## src/rtl/alu_arbiter_if.sv

```systemverilog
// Operation encoding shared by the arbiter, its requesters and the external ALU, plus the
// bundle that carries every handshake and ALU signal of alu_arbiter.
//
// controls_pkg
//   alu_op      3-bit ALU operation; OpAdd is the all-zero reset encoding
//
// alu_arbiter_if #(BUS_WIDTH)
//   req_valid   [1:0] per-requester request valid
//   req_ready   [1:0] per-requester accept, one-hot or zero
//   req_op0/1   requested operation
//   req_a0/b0, req_a1/b1   signed operands per requester
//   rsp_valid/rsp_ready    result handshake
//   rsp_id, rsp_out, rsp_zero, rsp_neg   registered result, flags and issuing requester
//   alu_a, alu_b, alu_sel  operands and operation presented to the ALU
//   alu_out, alu_zero, alu_neg   ALU result and flags
//   busy        arbiter is not idle
// Modports: slave = the arbiter; master = requesters, consumer and ALU together.

package controls_pkg;

  typedef enum logic [2:0] {
    OpAdd = 3'd0,
    OpSub = 3'd1,
    OpAnd = 3'd2,
    OpOr  = 3'd3,
    OpXor = 3'd4,
    OpSlt = 3'd5,
    OpSll = 3'd6,
    OpMul = 3'd7
  } alu_op;

endpackage

interface alu_arbiter_if #(
  parameter int unsigned BUS_WIDTH = 32
);
  import controls_pkg::*;

  logic        [1:0]           req_valid;
  logic        [1:0]           req_ready;
  alu_op                       req_op0;
  alu_op                       req_op1;
  logic signed [BUS_WIDTH-1:0] req_a0;
  logic signed [BUS_WIDTH-1:0] req_b0;
  logic signed [BUS_WIDTH-1:0] req_a1;
  logic signed [BUS_WIDTH-1:0] req_b1;

  logic                        rsp_valid;
  logic                        rsp_ready;
  logic                        rsp_id;
  logic        [BUS_WIDTH-1:0] rsp_out;
  logic                        rsp_zero;
  logic                        rsp_neg;

  logic signed [BUS_WIDTH-1:0] alu_a;
  logic signed [BUS_WIDTH-1:0] alu_b;
  alu_op                       alu_sel;
  logic        [BUS_WIDTH-1:0] alu_out;
  logic                        alu_zero;
  logic                        alu_neg;

  logic                        busy;

  modport slave (
    input  req_valid, req_op0, req_op1, req_a0, req_b0, req_a1, req_b1,
    output req_ready,
    output rsp_valid, rsp_id, rsp_out, rsp_zero, rsp_neg,
    input  rsp_ready,
    output alu_a, alu_b, alu_sel,
    input  alu_out, alu_zero, alu_neg,
    output busy
  );

  modport master (
    output req_valid, req_op0, req_op1, req_a0, req_b0, req_a1, req_b1,
    input  req_ready,
    input  rsp_valid, rsp_id, rsp_out, rsp_zero, rsp_neg,
    output rsp_ready,
    input  alu_a, alu_b, alu_sel,
    output alu_out, alu_zero, alu_neg,
    input  busy
  );

endinterface

```

## src/rtl/alu_arbiter.sv

```systemverilog
// alu_arbiter: shares one combinational ALU between two requesters (0 = execute stage,
// 1 = address/branch unit). A granted request is latched onto the ALU inputs, held for one
// cycle (MUL_LAT cycles for OpMul), then the ALU result, flags and requester id are
// registered and held until the consumer takes them.
//
// Parameters
//   BUS_WIDTH  operand/result width
//   MUL_LAT    cycles the ALU inputs are held for OpMul before capture (>= 1)
//   CNT_W      latency counter width (derived)
//
// Ports
//   clk        rising-edge clock
//   rst        asynchronous reset, active-high
//   bus        alu_arbiter_if.slave: request, response and ALU signals
//
// Build option
//   ALU_ARB_FIXED_PRIO_EN  when defined, requester 0 always wins a tie; otherwise ties are
//                          resolved round-robin against the last served requester.

module alu_arbiter
  import controls_pkg::*;
#(
  parameter int unsigned BUS_WIDTH = 32,
  parameter int unsigned MUL_LAT   = 3,
  parameter int unsigned CNT_W     = $clog2(MUL_LAT + 1)
) (
  input  logic            clk,
  input  logic            rst,
  alu_arbiter_if.slave    bus
);

  if (MUL_LAT < 1) begin : g_bad_lat
    $error("alu_arbiter: MUL_LAT must be at least 1");
  end

  typedef enum logic [1:0] {
    StIdle = 2'd0,
    StExec = 2'd1,
    StResp = 2'd2
  } state_e;

  state_e                      state_q, state_d;
  logic        [CNT_W-1:0]     cnt_q, cnt_d;
  logic                        last_grant_q, last_grant_d;

  logic signed [BUS_WIDTH-1:0] alu_a_q, alu_a_d;
  logic signed [BUS_WIDTH-1:0] alu_b_q, alu_b_d;
  alu_op                       alu_sel_q, alu_sel_d;

  logic                        rsp_valid_q, rsp_valid_d;
  logic                        rsp_id_q, rsp_id_d;
  logic        [BUS_WIDTH-1:0] rsp_out_q, rsp_out_d;
  logic                        rsp_zero_q, rsp_zero_d;
  logic                        rsp_neg_q, rsp_neg_d;

  logic                        any_valid;
  logic                        gnt;
  alu_op                       gnt_op;
  logic        [1:0]           req_ready;

  // Grant choice, meaningful only when any_valid is set.
  always_comb begin
    any_valid = |bus.req_valid;
`ifdef ALU_ARB_FIXED_PRIO_EN
    gnt = ~bus.req_valid[0];
`else
    // On a tie serve whoever was not served last; otherwise the lone valid requester.
    gnt = (&bus.req_valid) ? ~last_grant_q : bus.req_valid[1];
`endif
    gnt_op = gnt ? bus.req_op1 : bus.req_op0;
  end

  always_comb begin
    state_d      = state_q;
    cnt_d        = cnt_q;
    last_grant_d = last_grant_q;
    alu_a_d      = alu_a_q;
    alu_b_d      = alu_b_q;
    alu_sel_d    = alu_sel_q;
    rsp_valid_d  = rsp_valid_q;
    rsp_id_d     = rsp_id_q;
    rsp_out_d    = rsp_out_q;
    rsp_zero_d   = rsp_zero_q;
    rsp_neg_d    = rsp_neg_q;
    req_ready    = 2'b00;

    unique case (state_q)
      StIdle: begin
        if (any_valid) begin
          req_ready[gnt] = 1'b1;
          alu_a_d        = gnt ? bus.req_a1 : bus.req_a0;
          alu_b_d        = gnt ? bus.req_b1 : bus.req_b0;
          alu_sel_d      = gnt_op;
          rsp_id_d       = gnt;
          cnt_d          = (gnt_op == OpMul) ? CNT_W'(MUL_LAT - 1) : '0;
          state_d        = StExec;
        end
      end

      StExec: begin
        if (cnt_q != '0) begin
          cnt_d = cnt_q - CNT_W'(1);
        end else begin
          rsp_out_d   = bus.alu_out;
          rsp_zero_d  = bus.alu_zero;
          rsp_neg_d   = bus.alu_neg;
          rsp_valid_d = 1'b1;
`ifndef ALU_ARB_FIXED_PRIO_EN
          last_grant_d = rsp_id_q;
`endif
          state_d     = StResp;
        end
      end

      StResp: begin
        // rsp_out and flags keep their value after the handshake.
        if (rsp_valid_q && bus.rsp_ready) begin
          rsp_valid_d = 1'b0;
          state_d     = StIdle;
        end
      end

      default: begin
        state_d = StIdle;
      end
    endcase
  end

  always_ff @(posedge clk or posedge rst) begin
    if (rst) begin
      state_q      <= StIdle;
      cnt_q        <= '0;
      last_grant_q <= 1'b1;
      alu_a_q      <= '0;
      alu_b_q      <= '0;
      alu_sel_q    <= OpAdd;
      rsp_valid_q  <= 1'b0;
      rsp_id_q     <= 1'b0;
      rsp_out_q    <= '0;
      rsp_zero_q   <= 1'b0;
      rsp_neg_q    <= 1'b0;
    end else begin
      state_q      <= state_d;
      cnt_q        <= cnt_d;
      last_grant_q <= last_grant_d;
      alu_a_q      <= alu_a_d;
      alu_b_q      <= alu_b_d;
      alu_sel_q    <= alu_sel_d;
      rsp_valid_q  <= rsp_valid_d;
      rsp_id_q     <= rsp_id_d;
      rsp_out_q    <= rsp_out_d;
      rsp_zero_q   <= rsp_zero_d;
      rsp_neg_q    <= rsp_neg_d;
    end
  end

  assign bus.req_ready = req_ready;
  assign bus.alu_a     = alu_a_q;
  assign bus.alu_b     = alu_b_q;
  assign bus.alu_sel   = alu_sel_q;
  assign bus.rsp_valid = rsp_valid_q;
  assign bus.rsp_id    = rsp_id_q;
  assign bus.rsp_out   = rsp_out_q;
  assign bus.rsp_zero  = rsp_zero_q;
  assign bus.rsp_neg   = rsp_neg_q;
  assign bus.busy      = (state_q != StIdle);

endmodule
```

## src/flat_wrapper.sv

```systemverilog
// flat-port wrapper written by rule: the top's interface ports become plain ports
module alu_arbiter_flat import controls_pkg::*;
#(
  parameter int unsigned BUS_WIDTH = 32,
  parameter int unsigned MUL_LAT   = 3,
  parameter int unsigned CNT_W     = $clog2(MUL_LAT + 1)
)
  (clk, rst, bus_req_valid, bus_req_op0, bus_req_op1, bus_req_a0, bus_req_b0, bus_req_a1, bus_req_b1, bus_req_ready, bus_rsp_valid, bus_rsp_id, bus_rsp_out, bus_rsp_zero, bus_rsp_neg, bus_rsp_ready, bus_alu_a, bus_alu_b, bus_alu_sel, bus_alu_out, bus_alu_zero, bus_alu_neg, bus_busy);
  alu_arbiter_if #(.BUS_WIDTH(BUS_WIDTH)) bus_i ();
  input  logic clk;
  input  logic rst;
  input wire logic [$bits(bus_i.req_valid)-1:0] bus_req_valid;
  input wire logic [$bits(bus_i.req_op0)-1:0] bus_req_op0;
  input wire logic [$bits(bus_i.req_op1)-1:0] bus_req_op1;
  input wire logic [$bits(bus_i.req_a0)-1:0] bus_req_a0;
  input wire logic [$bits(bus_i.req_b0)-1:0] bus_req_b0;
  input wire logic [$bits(bus_i.req_a1)-1:0] bus_req_a1;
  input wire logic [$bits(bus_i.req_b1)-1:0] bus_req_b1;
  output wire logic [$bits(bus_i.req_ready)-1:0] bus_req_ready;
  output wire logic [$bits(bus_i.rsp_valid)-1:0] bus_rsp_valid;
  output wire logic [$bits(bus_i.rsp_id)-1:0] bus_rsp_id;
  output wire logic [$bits(bus_i.rsp_out)-1:0] bus_rsp_out;
  output wire logic [$bits(bus_i.rsp_zero)-1:0] bus_rsp_zero;
  output wire logic [$bits(bus_i.rsp_neg)-1:0] bus_rsp_neg;
  input wire logic [$bits(bus_i.rsp_ready)-1:0] bus_rsp_ready;
  output wire logic [$bits(bus_i.alu_a)-1:0] bus_alu_a;
  output wire logic [$bits(bus_i.alu_b)-1:0] bus_alu_b;
  output wire logic [$bits(bus_i.alu_sel)-1:0] bus_alu_sel;
  input wire logic [$bits(bus_i.alu_out)-1:0] bus_alu_out;
  input wire logic [$bits(bus_i.alu_zero)-1:0] bus_alu_zero;
  input wire logic [$bits(bus_i.alu_neg)-1:0] bus_alu_neg;
  output wire logic [$bits(bus_i.busy)-1:0] bus_busy;
  assign bus_i.req_valid = bus_req_valid;
  assign bus_i.req_op0 = bus_req_op0;
  assign bus_i.req_op1 = bus_req_op1;
  assign bus_i.req_a0 = bus_req_a0;
  assign bus_i.req_b0 = bus_req_b0;
  assign bus_i.req_a1 = bus_req_a1;
  assign bus_i.req_b1 = bus_req_b1;
  assign bus_req_ready = bus_i.req_ready;
  assign bus_rsp_valid = bus_i.rsp_valid;
  assign bus_rsp_id = bus_i.rsp_id;
  assign bus_rsp_out = bus_i.rsp_out;
  assign bus_rsp_zero = bus_i.rsp_zero;
  assign bus_rsp_neg = bus_i.rsp_neg;
  assign bus_i.rsp_ready = bus_rsp_ready;
  assign bus_alu_a = bus_i.alu_a;
  assign bus_alu_b = bus_i.alu_b;
  assign bus_alu_sel = bus_i.alu_sel;
  assign bus_i.alu_out = bus_alu_out;
  assign bus_i.alu_zero = bus_alu_zero;
  assign bus_i.alu_neg = bus_alu_neg;
  assign bus_busy = bus_i.busy;
  alu_arbiter #(.BUS_WIDTH(BUS_WIDTH), .MUL_LAT(MUL_LAT), .CNT_W(CNT_W)) u_core (.clk(clk), .rst(rst), .bus(bus_i));
endmodule
```

## config.mk

```make
export PLATFORM = sky130hd
export DESIGN_NAME = alu_arbiter_flat
export DESIGN_NICKNAME = d
export VERILOG_FILES = /design/src/rtl/alu_arbiter_if.sv /design/src/rtl/alu_arbiter.sv /design/src/flat_wrapper.sv
export SDC_FILE = /design/constraint.sdc
export NUM_CORES = 1
export LEC_CHECK = 0
export ABC_AREA = 1
export CORE_AREA = 2 2 79 157
export DETAILED_ROUTE_END_ITERATION = 10
export DIE_AREA = 0 0 81 159
export MAX_ROUTING_LAYER = met4
export PLACE_DENSITY = 0.85
export SKIP_CTS_REPAIR_TIMING = 1
export SLEW_MARGIN = 10
export SYNTH_ARGS = -nofsm -noshare
export SYNTH_HDL_FRONTEND = slang
export SYNTH_SLANG_ARGS = --single-unit
```

## constraint.sdc

```tcl
create_clock -name clk -period 6.7 [get_ports clk]
set_input_delay 1.005 -clock clk [delete_from_list [all_inputs] [get_ports clk]]
set_output_delay 1.005 -clock clk [all_outputs]
set_load 0.02 [all_outputs]
```

# Word level (Yosys, flattened, before mapping)
# Index checks and enable logic that the tools add are counted.
# totals
latchBits	0
mem_bits_ro	0
regBits	108
ram_bits	0
memories	0
# classes
div	0
n_eq_ne	7
bitwise_logic	2
n_lt_le_gt_ge	2
muxes	19
multipliers	0
add_sub_neg	1
n_reduce_logical	14
n_shift	0
# op_table
op	count
32-bit 2-to-1 mux	2
2-bit 2-to-1 mux	8
3-bit AND reduction	3
2-bit nonzero test	4
2-bit by 1-bit != test with 1-bit output, second input constant	3
2-bit one-hot mux with 3 select lines	1
2-bit AND reduction	3
1-bit 2-to-1 mux	4
2-bit one-hot mux with 2 select lines	1
3-bit equality test, second input constant	1
3-bit 2-to-1 mux	1
2-bit by 1-bit equality test with 1-bit output, second input constant	1
2-bit equality test, second input constant	1
1-bit logical AND	2
2-bit zero test	1
1-bit by 2-bit less-than comparator with 1-bit output, second input constant	1
2-bit != test, second input constant	1
1-bit NOT	2
1-bit one-hot mux with 2 select lines	1
2-bit OR reduction	1
2-bit by 1-bit subtractor with 2-bit output, second input constant	1
1-bit demux with 1-bit select	1
1-bit >= comparator, second input constant	1

# Logic depth before layout (Yosys ltp)
# depth
ltp_word	8
ltp_mapped	8
ltp_nobuf	8

# Worst setup path before layout
# Ideal clock, no wire load.
# synth_path
path_kind	input to output
start	in bus_req_valid[0]
end	out bus_req_ready[0]
n_path_buf	1
arrival_time_ps	1643
stages	5
slack_ps	4052
cell_sequence	nand2_1 > nand2_2 > inv_2 > buf_4 > nor2_4
# synth_via
elab_chain_len	8
word_cells_on_any_way	10
# synth_rtl
item	line_no	source
start: declaration	flat_wrapper.sv:12	input wire logic [$bits(bus_i.req_valid)-1:0] bus_req_valid;
2-bit AND reduction	alu_arbiter.sv:68	gnt = (&bus.req_valid) ? ~last_grant_q : bus.req_valid[1];
1-bit 2-to-1 mux	alu_arbiter.sv:68	
1-bit by 2-bit less-than comparator with 1-bit output (not written as such) or 1-bit >= comparator (tied branches)	alu_arbiter.sv:90	req_ready[gnt] = 1'b1;
1-bit logical AND (not written as such)	alu_arbiter.sv:90	
1-bit 2-to-1 mux (not written as such)	alu_arbiter.sv:90	
1-bit demux with 1-bit select	-	
2-bit 2-to-1 mux (*)	alu_arbiter.sv:89	if (any_valid) begin
2-bit 2-to-1 mux (*)	alu_arbiter.sv:87	unique case (state_q)
end: declaration	flat_wrapper.sv:19	output wire logic [$bits(bus_i.req_ready)-1:0] bus_req_ready;
# Every way passes the cells marked *; elsewhere a longest branch is shown, timed or not.

# Worst setup path after layout
# layout_path
start	in bus_req_valid[1]
end	out bus_req_ready[0]
# Same word-level chain as after synthesis.

==> qor.yml <==
cts.clk_slew.worst_paths_ps: 60
cts.sinks: 108
die_area_um2: 12900
leakage_nw: 3.49
die_width_um: 81
row_count: 56
max-cap-violations: 0
ioPinCount: 279
nets: 1006
worst-endpoint-arrival_ps: 3190
numPortBuffers: 278
critical_path.max_fanout: 71
synth_cell_type_count: 22
grt_start_max_net_pins: 72
critPathRequiredTime_ps: 5690
cts_tree: "built"
worst_hold_slack_ps: 480
vias_per_cell: 4.86
ys.warnings.count: 0
routabilityCongestion: 0.855
first_global_vias: 4643
startpoint_to_endpoint_class_of_the_critical_path: "in -> out"
final_period_demand_of_the_worst_path_ps: 4190
power_report.internal_total_mw: 2.15
finalMaxSlewViolations: 0
fillerInstances: 926
fin_skew_ps: 7.46
antennaDiodeCount: 0
power.density_cell_area_nw_per_um2: 466
detail_route.wirelength_um: 15000
area_growth_pct: 66.5
worst_skew_pair.late_latency_ps: 340
synth_enable_flop_cells: 0
clock.fmax_ghz: 0.239
hold_violations: 0
min-delay-path-class: "reg -> reg"
count_of_tritonroute_iterations_in_the_first_routing_pass: 4
start_util: 0.405
total_switching_power_mw: 1.50
power.share.clock: 0.146
synthesis.instances: 567
asyncSetResetFlopFracSynth: 1.00
dp_hpwl_um: 11200
cp-end-kind: "output pin"
leading_cell_type_in_the_layout_fill_and_taps_excluded: "clkdlybuf4s50_1"
tns_ps: 0
max_slew.worst_pin.slew_ps: 974
syn_area_per_cell_um2: 8.31
gr-usage-all-layers: 0.244
fraction_of_layout_cells_with_a_size_suffix_above_1: 0.0348
clk_root_buffer_cell: "clkbuf_16"
seq_area_frac_synth: 0.574
number_of_buffers_between_clock_root_and_the_deepest_sink: 2
drc_errors_left: 0
timing.max_slew.rel_slack: 0.347
routed-via-count: 4762
switching_share: 0.411
combPwrFrac: 0.537
post_synth_top_flop: "dfrtp_1"
num_cts_buffers: 9
synth-seq-cells: 108
rsz0062_at_grt: "false"
postRouteAntennaNets: 0
finalSetupViolations: 0
core-area_um2: 11600
h-tree-depth: 3
number_of_drc_markers_after_the_initial_detailed_route_iteration: 233
synth_nets: 744
floorplan.die.height_um: 159
post-route-period-util: 0.626
overflow: 0
run_status: "finished clean"
fraction_of_the_core_area_covered_by_cells_at_the_end_of_the_flow: 0.675
wl_per_cell_um: 15.4
grt_first_pass_wirelength_um: 23600
synthesis.area_um2: 4710
ir_worst_vdd_uv: 295
power.share.sequential: 0.317
layout_common_cells: "clkdlybuf4s50_1 (278), nand2_1 (204), dfrtp_1 (107)"
initial_antenna_violation_count: 0
post_detailed_placement_cell_area_um2: 7550
critical_path_source_type: "input port"
finalInstanceArea_um2: 7850
[cells by family after synthesis]
group | after synthesis | share of synthesized area
flops | 108 | 0.574
fa+ha+maj | 4 | 0.0106
compound gates | 123 | 0.131
buf+inv | 48 | 0.0488
simple gates | 284 | 0.236
[per-stage QoR]
step           std cells  total power, mW  setup slack [ps]
2_1_floorplan        567             2.21              2850
3_3_place_gp         963             3.10              2520
3_5_place_dp         963             3.15              2500
4_1_cts              979             3.70              2500
5_1_grt              979             3.90              2380
6_report             979             3.65              2510
[worst paths after layout]
| check | startpoint | end | slack (ps) | cells after the start |
|---|---|---|---|---|
| setup reg to reg | u_core.state_q[1] | u_core.bus.rsp_out[7] | 4670 | 6 |
| hold / removal | u_core.bus.rsp_out[2] | u_core.bus.rsp_out[2] | 480 | 2 |
| max in group asynchronous | rst | u_core.bus.alu_b[27] | 4410 | 3 |
| setup / recovery | bus_req_valid[1] | bus_req_ready[0] | 2510 | 7 |
| hold reg to reg | u_core.bus.rsp_out[2] | u_core.bus.rsp_out[2] | 480 | 2 |
| min in group asynchronous | rst | u_core.bus.rsp_out[19] | 1140 | 2 |
[area by class of cell]
class                      count  area [um2]  share of cell area
sequential                   108        2700               0.345
multi-input combinational    411        1780               0.227
inverter                      16        62.6             0.00797
clock buffer                   9         225              0.0287
timing repair buffer         283        2820               0.359
clock inverter                 7        73.8             0.00941
tap                          145         181              0.0231
[registers in the layout (all words and copies together) (netlist names)]
name                  cells
u_core.bus.alu_sel        3
u_core.state_q            2
u_core.bus.rsp_zero       1
u_core.bus.rsp_neg        1
u_core.bus.rsp_out       32
u_core.last_grant_q       1
u_core.cnt_q              2
u_core.bus.alu_b         32
u_core.bus.rsp_valid      1
u_core.bus.alu_a         32
u_core.bus.rsp_id         1
[metal layers]
layer | part of all wire | GRT usage | vias up
met3 | 0.059 | 0.0420 | 45
met2 | 0.54 | 0.409 | 201
met4 | 0.038 | 0.103 | 0
li1 | - | - | 2330
met1 | 0.36 | 0.281 | 2186
met5 | 0 | - | -
[power by group through the flow]
stage	logic (mW)	clock network, mW	registers (mW)
3_5_place_dp	1.99	0	1.17
6_report	1.96	0.533	1.16
3_3_place_gp	1.95	0	1.16
4_1_cts	1.99	0.546	1.16
2_1_floorplan	0.666	0	1.54
5_1_grt	2.13	0.572	1.20
[synthesized netlist by cell type (4+ instances only)]
master    number  area (um2)
nand2_1      204         766
dfrtp_1      107        2680
o21ai_1       83         415
nor2_1        63         236
o21ai_0       38         190
inv_1         13        48.8
buf_2         10        50.1
clkbuf_1      10        37.5
nand3_1       10        50.1
buf_4          8        60.1
ha_1           4        50.1
[critical path, cell delays in order]
cell	delay, ps
clkdlybuf4s50_1	500
nor2_1	280
nor2_4	50
inv_2	50
buf_4	580
nor2_4	130
clkdlybuf4s50_1	590
No activity file was read; power rests on OpenSTA's default activity.
